<file path="src/rtl/decode_stage_fwd_pkg.sv">
// Shared definitions for the decode stage: default sizes, address-width helper,
// operand-source encoding and control-word field offsets consumed by execute.
package decode_stage_fwd_pkg;

  localparam int XLEN_DEF = 32;
  localparam int NREG_DEF = 32;
  localparam int NFWD_DEF = 3;
  localparam int CW_W_DEF = 28;

  // Register-address fields inside the 32-bit instruction word
  localparam int RS1_LSB     = 15;
  localparam int RS2_LSB     = 20;
  localparam int RD_LSB      = 7;
  localparam int REG_FIELD_W = 5;

  // Control word field offsets, as laid out by the decoder and read by execute
  localparam int CW_ALU_OP_LSB = 0;
  localparam int CW_ALU_OP_W   = 4;
  localparam int CW_SRC_B_IMM  = 4;
  localparam int CW_SRC_A_PC   = 5;
  localparam int CW_MEM_RD     = 6;
  localparam int CW_MEM_WR     = 7;
  localparam int CW_MEM_SZ_LSB = 8;
  localparam int CW_MEM_SZ_W   = 2;
  localparam int CW_MEM_UNS    = 10;
  localparam int CW_REG_WE     = 11;
  localparam int CW_WB_SEL_LSB = 12;
  localparam int CW_WB_SEL_W   = 2;
  localparam int CW_BRANCH     = 14;
  localparam int CW_BR_OP_LSB  = 15;
  localparam int CW_BR_OP_W    = 3;
  localparam int CW_JUMP       = 18;
  localparam int CW_JALR       = 19;
  localparam int CW_CSR_LSB    = 20;
  localparam int CW_CSR_W      = 3;
  localparam int CW_ILLEGAL    = 23;
  localparam int CW_SYSTEM     = 24;
  localparam int CW_FENCE      = 25;

  typedef enum logic [1:0] {
    OP_SRC_ZERO = 2'd0,
    OP_SRC_FWD  = 2'd1,
    OP_SRC_WB   = 2'd2,
    OP_SRC_RF   = 2'd3
  } op_src_e;

  function automatic int aw_f(input int n);
    return (n > 1) ? $clog2(n) : 1;
  endfunction

endpackage

</file>
<file path="src/rtl/decode_stage_fwd_if.sv">
// Fetch/forwarding/writeback inputs and ID/EX outputs of the decode stage.
// master = surrounding pipeline, slave = decode stage.
interface decode_stage_fwd_if
  import decode_stage_fwd_pkg::*;
#(
  parameter int XLEN = XLEN_DEF,
  parameter int NREG = NREG_DEF,
  parameter int NFWD = NFWD_DEF,
  parameter int CW_W = CW_W_DEF
);
  localparam int AW = aw_f(NREG);

  logic                 in_valid;
  logic                 in_ready;
  logic [31:0]          instr;
  logic [XLEN-1:0]      pc;
  logic [XLEN-1:0]      pc_plus_4;
  logic [CW_W-1:0]      ctrl;
  logic [XLEN-1:0]      imm;
  logic                 use_rs1;
  logic                 use_rs2;

  logic [NFWD-1:0]      fwd_valid;
  logic [NFWD*AW-1:0]   fwd_rd;
  logic [NFWD*XLEN-1:0] fwd_data;
  logic [NFWD-1:0]      fwd_ready;

  logic                 wb_we;
  logic [AW-1:0]        wb_addr;
  logic [XLEN-1:0]      wb_data;
  logic                 flush;

  logic                 out_valid;
  logic                 out_ready;
  logic [XLEN-1:0]      out_a;
  logic [XLEN-1:0]      out_b;
  logic [XLEN-1:0]      out_imm;
  logic [XLEN-1:0]      out_pc;
  logic [XLEN-1:0]      out_pc_plus_4;
  logic [CW_W-1:0]      out_ctrl;
  logic [AW-1:0]        out_rs1;
  logic [AW-1:0]        out_rs2;
  logic [AW-1:0]        out_rd;
  logic [31:0]          stall_cnt;

  modport master (
    output in_valid, instr, pc, pc_plus_4, ctrl, imm, use_rs1, use_rs2,
    output fwd_valid, fwd_rd, fwd_data, fwd_ready,
    output wb_we, wb_addr, wb_data, flush, out_ready,
    input  in_ready, out_valid, out_a, out_b, out_imm, out_pc, out_pc_plus_4,
    input  out_ctrl, out_rs1, out_rs2, out_rd, stall_cnt
  );

  modport slave (
    input  in_valid, instr, pc, pc_plus_4, ctrl, imm, use_rs1, use_rs2,
    input  fwd_valid, fwd_rd, fwd_data, fwd_ready,
    input  wb_we, wb_addr, wb_data, flush, out_ready,
    output in_ready, out_valid, out_a, out_b, out_imm, out_pc, out_pc_plus_4,
    output out_ctrl, out_rs1, out_rs2, out_rd, stall_cnt
  );

endinterface

</file>
<file path="src/rtl/decode_stage_fwd_regfile.sv">
// Architectural register file: two asynchronous read ports, one synchronous
// write port; x0 is hardwired to zero.
module regfile_2r1w
  import decode_stage_fwd_pkg::*;
#(
  parameter int XLEN = XLEN_DEF,
  parameter int NREG = NREG_DEF,
  parameter int AW   = aw_f(NREG)
)(
  input  logic            clk,
  input  logic            rst_n,
  input  logic            we,
  input  logic [AW-1:0]   waddr,
  input  logic [XLEN-1:0] wdata,
  input  logic [AW-1:0]   raddr1,
  input  logic [AW-1:0]   raddr2,
  output logic [XLEN-1:0] rdata1,
  output logic [XLEN-1:0] rdata2
);

  logic [XLEN-1:0] regs_q [NREG];
  logic [XLEN-1:0] regs_d [NREG];

  // Next register contents; entry 0 is forced back to zero every cycle
  always_comb begin
    regs_d = regs_q;
    if (we) begin
      regs_d[waddr] = wdata;
    end else begin
      regs_d = regs_q;
    end
    regs_d[0] = '0;
  end

  // Register storage
  always_ff @(posedge clk or negedge rst_n) begin
    if (!rst_n) begin
      for (int i = 0; i < NREG; i++) begin
        regs_q[i] <= '0;
      end
    end else begin
      regs_q <= regs_d;
    end
  end

  assign rdata1 = (raddr1 == '0) ? '0 : regs_q[raddr1];
  assign rdata2 = (raddr2 == '0) ? '0 : regs_q[raddr2];

endmodule

</file>
<file path="src/rtl/decode_stage_fwd.sv">
// Decode stage: operand resolution with youngest-first forwarding, load-use
// interlock, writeback bypass and the registered ID/EX valid/ready stage.
module decode_stage_fwd
  import decode_stage_fwd_pkg::*;
#(
  parameter int XLEN = XLEN_DEF,
  parameter int NREG = NREG_DEF,
  parameter int NFWD = NFWD_DEF,
  parameter int CW_W = CW_W_DEF
)(
  input  logic              clk,
  input  logic              rst,
  decode_stage_fwd_if.slave bus
);

  localparam int AW = aw_f(NREG);

  typedef struct packed {
    logic            haz;
    op_src_e         src;
    logic [XLEN-1:0] fwd_val;
  } op_sel_t;

  typedef struct packed {
    logic [XLEN-1:0] a;
    logic [XLEN-1:0] b;
    logic [XLEN-1:0] imm;
    logic [XLEN-1:0] pc;
    logic [XLEN-1:0] pc_plus_4;
    logic [CW_W-1:0] ctrl;
    logic [AW-1:0]   rs1;
    logic [AW-1:0]   rs2;
    logic [AW-1:0]   rd;
  } idex_t;

  logic [AW-1:0]   rs1_s, rs2_s, rd_s;
  logic [XLEN-1:0] rf_rd1_s, rf_rd2_s;
  logic [XLEN-1:0] op_a_s, op_b_s;
  op_sel_t         sel1_s, sel2_s;
  logic            hazard_s, advance_s, accept_s, stall_evt_s;
  logic            unused_s;

  logic            out_valid_q, out_valid_d;
  idex_t           pay_q, pay_d;
  logic [31:0]     stall_cnt_q, stall_cnt_d;

  // Youngest-first scan: the first matching source wins; a match that is not
  // ready yet stalls rather than falling through to older data.
  function automatic op_sel_t resolve_f(
    input logic [AW-1:0]        rs,
    input logic [NFWD-1:0]      fv,
    input logic [NFWD*AW-1:0]   frd,
    input logic [NFWD*XLEN-1:0] fd,
    input logic [NFWD-1:0]      frdy,
    input logic                 we,
    input logic [AW-1:0]        wa
  );
    op_sel_t r;
    logic    hit;
    logic    sel_v;
    r.haz     = 1'b0;
    r.src     = OP_SRC_RF;
    r.fwd_val = '0;
    hit       = 1'b0;
    for (int i = 0; i < NFWD; i++) begin
      sel_v     = !hit && fv[i] && (frd[i*AW +: AW] == rs);
      r.haz     = sel_v ? !frdy[i] : r.haz;
      r.fwd_val = sel_v ? fd[i*XLEN +: XLEN] : r.fwd_val;
      hit       = hit || sel_v;
    end
    if (rs == '0) begin
      r.src = OP_SRC_ZERO;
      r.haz = 1'b0;
    end else if (hit) begin
      r.src = OP_SRC_FWD;
    end else if (we && (wa == rs)) begin
      r.src = OP_SRC_WB;
    end else begin
      r.src = OP_SRC_RF;
    end
    return r;
  endfunction

  function automatic logic [XLEN-1:0] op_mux_f(
    input op_sel_t         sel,
    input logic [XLEN-1:0] wb,
    input logic [XLEN-1:0] rf
  );
    logic [XLEN-1:0] v;
    case (sel.src)
      OP_SRC_ZERO: v = '0;
      OP_SRC_FWD:  v = sel.fwd_val;
      OP_SRC_WB:   v = wb;
      OP_SRC_RF:   v = rf;
      default:     v = '0;
    endcase
    return v;
  endfunction

  assign unused_s = ^{bus.instr[31:25], bus.instr[14:12], bus.instr[6:0]};

  // Register addresses; an unused operand reads x0
  always_comb begin
    rs1_s = bus.use_rs1 ? AW'(bus.instr[RS1_LSB +: REG_FIELD_W]) : '0;
    rs2_s = bus.use_rs2 ? AW'(bus.instr[RS2_LSB +: REG_FIELD_W]) : '0;
    rd_s  = AW'(bus.instr[RD_LSB +: REG_FIELD_W]);
  end

  regfile_2r1w #(
    .XLEN (XLEN),
    .NREG (NREG),
    .AW   (AW)
  ) u_rf (
    .clk    (clk),
    .rst_n  (rst),
    .we     (bus.wb_we),
    .waddr  (bus.wb_addr),
    .wdata  (bus.wb_data),
    .raddr1 (rs1_s),
    .raddr2 (rs2_s),
    .rdata1 (rf_rd1_s),
    .rdata2 (rf_rd2_s)
  );

  // Operand selection and handshake qualifiers
  always_comb begin
    sel1_s = resolve_f(rs1_s, bus.fwd_valid, bus.fwd_rd, bus.fwd_data,
                       bus.fwd_ready, bus.wb_we, bus.wb_addr);
    sel2_s = resolve_f(rs2_s, bus.fwd_valid, bus.fwd_rd, bus.fwd_data,
                       bus.fwd_ready, bus.wb_we, bus.wb_addr);
    op_a_s      = op_mux_f(sel1_s, bus.wb_data, rf_rd1_s);
    op_b_s      = op_mux_f(sel2_s, bus.wb_data, rf_rd2_s);
    hazard_s    = sel1_s.haz || sel2_s.haz;
    advance_s   = !out_valid_q || bus.out_ready;
    accept_s    = advance_s && bus.in_valid && !hazard_s && !bus.flush;
    stall_evt_s = bus.in_valid && hazard_s && !bus.flush;
  end

  assign bus.in_ready = (advance_s && !hazard_s) || bus.flush;

  // Next ID/EX contents and stall counter
  always_comb begin
    out_valid_d = out_valid_q;
    pay_d       = pay_q;
    stall_cnt_d = stall_cnt_q;
    if (bus.flush) begin
      out_valid_d = 1'b0;
    end else if (advance_s) begin
      out_valid_d = accept_s;
    end else begin
      out_valid_d = out_valid_q;
    end
    if (accept_s) begin
      pay_d.a         = op_a_s;
      pay_d.b         = op_b_s;
      pay_d.imm       = bus.imm;
      pay_d.pc        = bus.pc;
      pay_d.pc_plus_4 = bus.pc_plus_4;
      pay_d.ctrl      = bus.ctrl;
      pay_d.rs1       = rs1_s;
      pay_d.rs2       = rs2_s;
      pay_d.rd        = rd_s;
    end else begin
      pay_d = pay_q;
    end
    if (stall_evt_s && (stall_cnt_q != 32'hFFFF_FFFF)) begin
      stall_cnt_d = stall_cnt_q + 32'd1;
    end else begin
      stall_cnt_d = stall_cnt_q;
    end
  end

  // ID/EX pipeline register
  always_ff @(posedge clk or negedge rst) begin
    if (!rst) begin
      out_valid_q <= 1'b0;
      pay_q       <= '0;
      stall_cnt_q <= 32'd0;
    end else begin
      out_valid_q <= out_valid_d;
      pay_q       <= pay_d;
      stall_cnt_q <= stall_cnt_d;
    end
  end

  assign bus.out_valid     = out_valid_q;
  assign bus.out_a         = pay_q.a;
  assign bus.out_b         = pay_q.b;
  assign bus.out_imm       = pay_q.imm;
  assign bus.out_pc        = pay_q.pc;
  assign bus.out_pc_plus_4 = pay_q.pc_plus_4;
  assign bus.out_ctrl      = pay_q.ctrl;
  assign bus.out_rs1       = pay_q.rs1;
  assign bus.out_rs2       = pay_q.rs2;
  assign bus.out_rd        = pay_q.rd;
  assign bus.stall_cnt     = stall_cnt_q;

endmodule
</file>
<file path="src/flat_wrapper.sv">
// flat-port wrapper written by rule: the top's interface ports become plain ports
module decode_stage_fwd_flat import decode_stage_fwd_pkg::*;
#(
  parameter int XLEN = XLEN_DEF,
  parameter int NREG = NREG_DEF,
  parameter int NFWD = NFWD_DEF,
  parameter int CW_W = CW_W_DEF
)
  (clk, rst, bus_in_valid, bus_instr, bus_pc, bus_pc_plus_4, bus_ctrl, bus_imm, bus_use_rs1, bus_use_rs2, bus_fwd_valid, bus_fwd_rd, bus_fwd_data, bus_fwd_ready, bus_wb_we, bus_wb_addr, bus_wb_data, bus_flush, bus_out_ready, bus_in_ready, bus_out_valid, bus_out_a, bus_out_b, bus_out_imm, bus_out_pc, bus_out_pc_plus_4, bus_out_ctrl, bus_out_rs1, bus_out_rs2, bus_out_rd, bus_stall_cnt);
  decode_stage_fwd_if #(.XLEN(XLEN), .NREG(NREG), .NFWD(NFWD), .CW_W(CW_W)) bus_i ();
  input  logic clk;
  input  logic rst;
  input wire logic [$bits(bus_i.in_valid)-1:0] bus_in_valid;
  input wire logic [$bits(bus_i.instr)-1:0] bus_instr;
  input wire logic [$bits(bus_i.pc)-1:0] bus_pc;
  input wire logic [$bits(bus_i.pc_plus_4)-1:0] bus_pc_plus_4;
  input wire logic [$bits(bus_i.ctrl)-1:0] bus_ctrl;
  input wire logic [$bits(bus_i.imm)-1:0] bus_imm;
  input wire logic [$bits(bus_i.use_rs1)-1:0] bus_use_rs1;
  input wire logic [$bits(bus_i.use_rs2)-1:0] bus_use_rs2;
  input wire logic [$bits(bus_i.fwd_valid)-1:0] bus_fwd_valid;
  input wire logic [$bits(bus_i.fwd_rd)-1:0] bus_fwd_rd;
  input wire logic [$bits(bus_i.fwd_data)-1:0] bus_fwd_data;
  input wire logic [$bits(bus_i.fwd_ready)-1:0] bus_fwd_ready;
  input wire logic [$bits(bus_i.wb_we)-1:0] bus_wb_we;
  input wire logic [$bits(bus_i.wb_addr)-1:0] bus_wb_addr;
  input wire logic [$bits(bus_i.wb_data)-1:0] bus_wb_data;
  input wire logic [$bits(bus_i.flush)-1:0] bus_flush;
  input wire logic [$bits(bus_i.out_ready)-1:0] bus_out_ready;
  output wire logic [$bits(bus_i.in_ready)-1:0] bus_in_ready;
  output wire logic [$bits(bus_i.out_valid)-1:0] bus_out_valid;
  output wire logic [$bits(bus_i.out_a)-1:0] bus_out_a;
  output wire logic [$bits(bus_i.out_b)-1:0] bus_out_b;
  output wire logic [$bits(bus_i.out_imm)-1:0] bus_out_imm;
  output wire logic [$bits(bus_i.out_pc)-1:0] bus_out_pc;
  output wire logic [$bits(bus_i.out_pc_plus_4)-1:0] bus_out_pc_plus_4;
  output wire logic [$bits(bus_i.out_ctrl)-1:0] bus_out_ctrl;
  output wire logic [$bits(bus_i.out_rs1)-1:0] bus_out_rs1;
  output wire logic [$bits(bus_i.out_rs2)-1:0] bus_out_rs2;
  output wire logic [$bits(bus_i.out_rd)-1:0] bus_out_rd;
  output wire logic [$bits(bus_i.stall_cnt)-1:0] bus_stall_cnt;
  assign bus_i.in_valid = bus_in_valid;
  assign bus_i.instr = bus_instr;
  assign bus_i.pc = bus_pc;
  assign bus_i.pc_plus_4 = bus_pc_plus_4;
  assign bus_i.ctrl = bus_ctrl;
  assign bus_i.imm = bus_imm;
  assign bus_i.use_rs1 = bus_use_rs1;
  assign bus_i.use_rs2 = bus_use_rs2;
  assign bus_i.fwd_valid = bus_fwd_valid;
  assign bus_i.fwd_rd = bus_fwd_rd;
  assign bus_i.fwd_data = bus_fwd_data;
  assign bus_i.fwd_ready = bus_fwd_ready;
  assign bus_i.wb_we = bus_wb_we;
  assign bus_i.wb_addr = bus_wb_addr;
  assign bus_i.wb_data = bus_wb_data;
  assign bus_i.flush = bus_flush;
  assign bus_i.out_ready = bus_out_ready;
  assign bus_in_ready = bus_i.in_ready;
  assign bus_out_valid = bus_i.out_valid;
  assign bus_out_a = bus_i.out_a;
  assign bus_out_b = bus_i.out_b;
  assign bus_out_imm = bus_i.out_imm;
  assign bus_out_pc = bus_i.out_pc;
  assign bus_out_pc_plus_4 = bus_i.out_pc_plus_4;
  assign bus_out_ctrl = bus_i.out_ctrl;
  assign bus_out_rs1 = bus_i.out_rs1;
  assign bus_out_rs2 = bus_i.out_rs2;
  assign bus_out_rd = bus_i.out_rd;
  assign bus_stall_cnt = bus_i.stall_cnt;
  decode_stage_fwd #(.XLEN(XLEN), .NREG(NREG), .NFWD(NFWD), .CW_W(CW_W)) u_core (.clk(clk), .rst(rst), .bus(bus_i));
endmodule
</file>
<file path="config.mk">
export PLATFORM = sky130hd
export DESIGN_NAME = decode_stage_fwd_flat
export DESIGN_NICKNAME = d
export VERILOG_FILES = /design/src/rtl/decode_stage_fwd_pkg.sv /design/src/rtl/decode_stage_fwd_if.sv /design/src/rtl/decode_stage_fwd_regfile.sv /design/src/rtl/decode_stage_fwd.sv /design/src/flat_wrapper.sv
export SDC_FILE = /design/constraint.sdc
export NUM_CORES = 2
export LEC_CHECK = 0
export BUFFER_PORTS_ARGS = -buffer_cell sky130_fd_sc_hd__buf_2
export CAP_MARGIN = 20
export CORE_ASPECT_RATIO = 0.9
export CORE_MARGIN = 5
export CORE_UTILIZATION = 40
export CTS_CLUSTER_SIZE = 10
export DETAILED_ROUTE_END_ITERATION = 8
export GPL_ROUTABILITY_DRIVEN = 0
export SLEW_MARGIN = 20
export SYNTH_ARGS = -nofsm -noshare
export SYNTH_HDL_FRONTEND = slang
export SYNTH_SLANG_ARGS = --single-unit
</file>
<file path="constraint.sdc">
create_clock -name clk -period 3.8 [get_ports clk]
set_clock_uncertainty 0.05 [all_clocks]
set_input_delay 0.57 -clock clk [delete_from_list [all_inputs] [get_ports clk]]
set_output_delay 0.57 -clock clk [all_outputs]
set_load 0.03 [all_outputs]
</file>
==> impl_results.md <==
* IO Port Bufs at 537
* Hpwl dp at around 180,000 um
* Post-Syn Nets at 6,256
* Synthesized cell area at 67,100 sq um
* # placed instances at about 8.5k
* Crit Path Max Fanout at 16
* CTS Sinks at 1,228
* FILL cells at between 10k and 15k
* Slowest CP cell: a22oi_1
* Arrival time of the worst setup path at roughly 3000 ps
* Via density at between 6 and 7
* Post-synth EDFFs at 0
* Number of distinct library cells after synthesis at 82
* Fmax achieved at between 200 and 300 MHz
* Share of cells above drive strength 1 at 37.6%
* FF/Latch Area at 30,700 sq um
* Relative slew slack at 32.4%
* Final ANT Viol Nets at 0
* Max Cap Viol at 0
* Worst Setup End Kind: output port
* CTS Buffer Depth at 3
* Clock power frac at 33.1%
* Total global routing overflow at 0
* Reg2Reg Setup Slack at 510 ps
* Yosys reg bits at 1,228
* CTS tree: built
* Area Overhead vs Synth at 19.3%
* Clk_lat worst skew at 810 ps
* Number of global-route vias before repair at 55.1k
* Critical path, cell by cell: buf_2 > nand2_2 > a221oi_1 > o21ai_1 > o2111ai_1 > nand3_1 > a22oi_1 > a21o_1 > buf_2
* Multi-input logic area at 34,200 sq um
* Drt drc at 0
* Most common cell after layout, fill and taps aside: dfrtp_1
* Leak pwr at 0.0350 uW
* Die height at about 400 um
* WP data required at 3180 ps
* Commonest cells after routing, fill and taps aside: dfrtp_1 (1,228), mux2_2 (1,156), nand2_1 (661), buf_2 (529), buf_4 (297)
* Die ar. at 176,000 sq um
* Nets@finish at 6,865
* Die width at 442 um
* Clock Root Buffer: clkbuf_16
* Final min period at 3580 ps
* Final setup vio count at 0
* Final WS setup at approximately 220 ps
* Sequential share of power at 44.2%
* CTS buffer count at 145
* Slowest cell delay on critical path at 340 ps
* Combinational share of power at 22.7%
* Fin cells at 8,837
* Synth async-reset ratio at 100%
* Drt wl/cell at around 31 um
* Crit path launch type: primary input
* Final hold slack at 59.4 ps
* Crit path top cell by count: buf_2
* Total detailed-routing wirelength at ~270,000 um
* RSZ-0062 raised after global routing: no
* Placed Area at 74,500 sq um
* Via count at 55.7k
* CTS clk-pin slew, worst paths at 70 ps
* Initial DRC count at between 6k and 7k
* Int Pwr at ~27,000 uW
* First-pass GRT wire length at 386,000 um
* Syn avg cell area at approximately 11 sq um
* Core Util, Final at a little under half
* Initial antenna violation count at 27
* Starting Density at 40.2%
* CORE AREA at 167,000 sq um
* DR pass1 iterations at 8
* Final Hold Viols at 0
* Top FF cell, synth: dfrtp_1
* Sequential area share after synthesis at a little under half
* CTS H-Tree Depth at 4
* Maximum VDD drop at 0.000394 V
* Sw power at approximately 12,000 uW
* Sw Ratio at 31.1%
* Final Instance Area at 80,000 sq um
* Period utilisation layout at 94.1%
* Hold Crit Class: primary input to flip-flop
* Slew Limit Fails at 0
* CP Buf/Inv Count at 2
* Mapped Cells at a little under 6k
* Total number of yosys warnings at 0
* Top delay family on crit path: compound AO/OA/AOI/OAI gates
* Post-placement worst setup slack at -315 ps
* All-Layer GR Usage at 29.8%
* Worst slew pin tran at 1010 ps
* Io pins at 555
* WS Path Type: primary input to output port
* Site Rows at about 140
* Post-CTS Setup Repair Bufs at 0
* Status: finished, final reports clean
* Largest net degree at the start of global routing at 123
* Power Density at between 400 and 500 nW/um^2
==> power groups by stage <==
stage                     sequential [uW]  combinational (uW)  clock (uW)
after floorplan                     17700                5140           0
after global placement              17300                8530           0
after detailed placement            17400                8690           0
after CTS                           17200                8830       13100
after global routing                17600                9520       13600
final                               17300                8900       13000
==> worst min-delay path: cells and delay by family <==
kind / cells / cell delay, ps
AO/OA/AOI/OAI: 1 / 70
buffers and inverters: 1 / 90
AND/OR/NAND/NOR: 1 / 150
==> per-stage QoR <==
stage                     total power (uW)  setup TNS (ps)
after global routing                 40700               0
after global placement               25800            -358
final                                39200               0
after CTS                            39200               0
after floorplan                      22900               0
after detailed placement             26100            -315
==> cells in the mapped netlist, types with 99 or more instances <==
master	n	area (sq um)
nor2b_1	99	619
o21ai_0	276	1380
mux2_2	1156	13000
nor2_1	103	387
a21oi_1	285	1430
nand2_1	683	2560
nand3_1	101	505
mux2_1	131	1480
dfrtp_1	1228	30700
mux4_2	132	2970
clkbuf_1	384	1440
a221oi_1	102	893
mux2i_1	267	2670
a31oi_1	116	726
==> state kept, by name, summed over array words and instances, names as in the netlist <==
signal and count:
u_core.u_rf.regs_q 992, u_core.bus.out_a 32, u_core.bus.out_b 32, u_core.bus.out_imm 32, u_core.bus.out_pc 32, u_core.bus.out_pc_plus_4 32
u_core.bus.stall_cnt 32, u_core.bus.out_ctrl 28, u_core.bus.out_rd 5, u_core.bus.out_rs1 5, u_core.bus.out_rs2 5, u_core.bus.out_valid 1
==> worst paths after layout <==
kind                            depth (start not counted)                      end                     start
worst max-delay path                                    9             bus_in_ready               bus_use_rs2
worst min-delay path                                    3     u_core.bus.out_valid             bus_out_ready
worst max register to register                         11  u_core.bus.stall_cnt[1]  u_core.bus.stall_cnt[15]
worst min register to register                          1   u_core.bus.out_imm[14]    u_core.bus.out_imm[14]
max in group asynchronous                               3  u_core.u_rf.regs_q[517]                       rst
min in group asynchronous                               2  u_core.u_rf.regs_q[621]                       rst
==> kinds of logic (layout without fill, tap and decap cells) <==
logic type / Yosys count / after routing / share of synthesized area, %
buffers and inverters: 603 / 1259 / 3.80
multiplexers: 1686 / 1686 / 30.0
adder cells (fa/ha/maj): 1 / 1 / 0.0187
AND/OR/NAND/NOR: 1213 / 1213 / 8.32
other: 0 / 12 / 0
AO/OA/AOI/OAI: 1155 / 1155 / 11.3
XOR/XNOR: 51 / 51 / 0.666
flip-flops: 1228 / 1228 / 45.8
==> routing by layer <==
metal,vias up,share of wire [%],track usage [%]
li1,23100,-,-
met1,28300,39,38.8
met2,3424,44,45.1
met3,777,11,8.58
met4,14,5.9,15.6
met5,-,0.037,0
==> area by class of cell <==
class	count	share of cell area, %
Clock inverter	17	0.358
Sequential cell	1228	38.4
Antenna cell	12	0.0375
Inverter	14	0.0657
Timing Repair Buffer	1051	10.1
Tap cell	2232	3.49
Clock buffer	177	4.83
Multi-Input combinational cell	4106	42.7
==> what timing repair did <==
action	4_1_cts	5_1_grt
setup endpoints to repair	0	1
resized for setup	0	1
hold buffers	131	0
hold endpoints to repair	190	0
No activity file was read; power rests on OpenSTA's default activity.
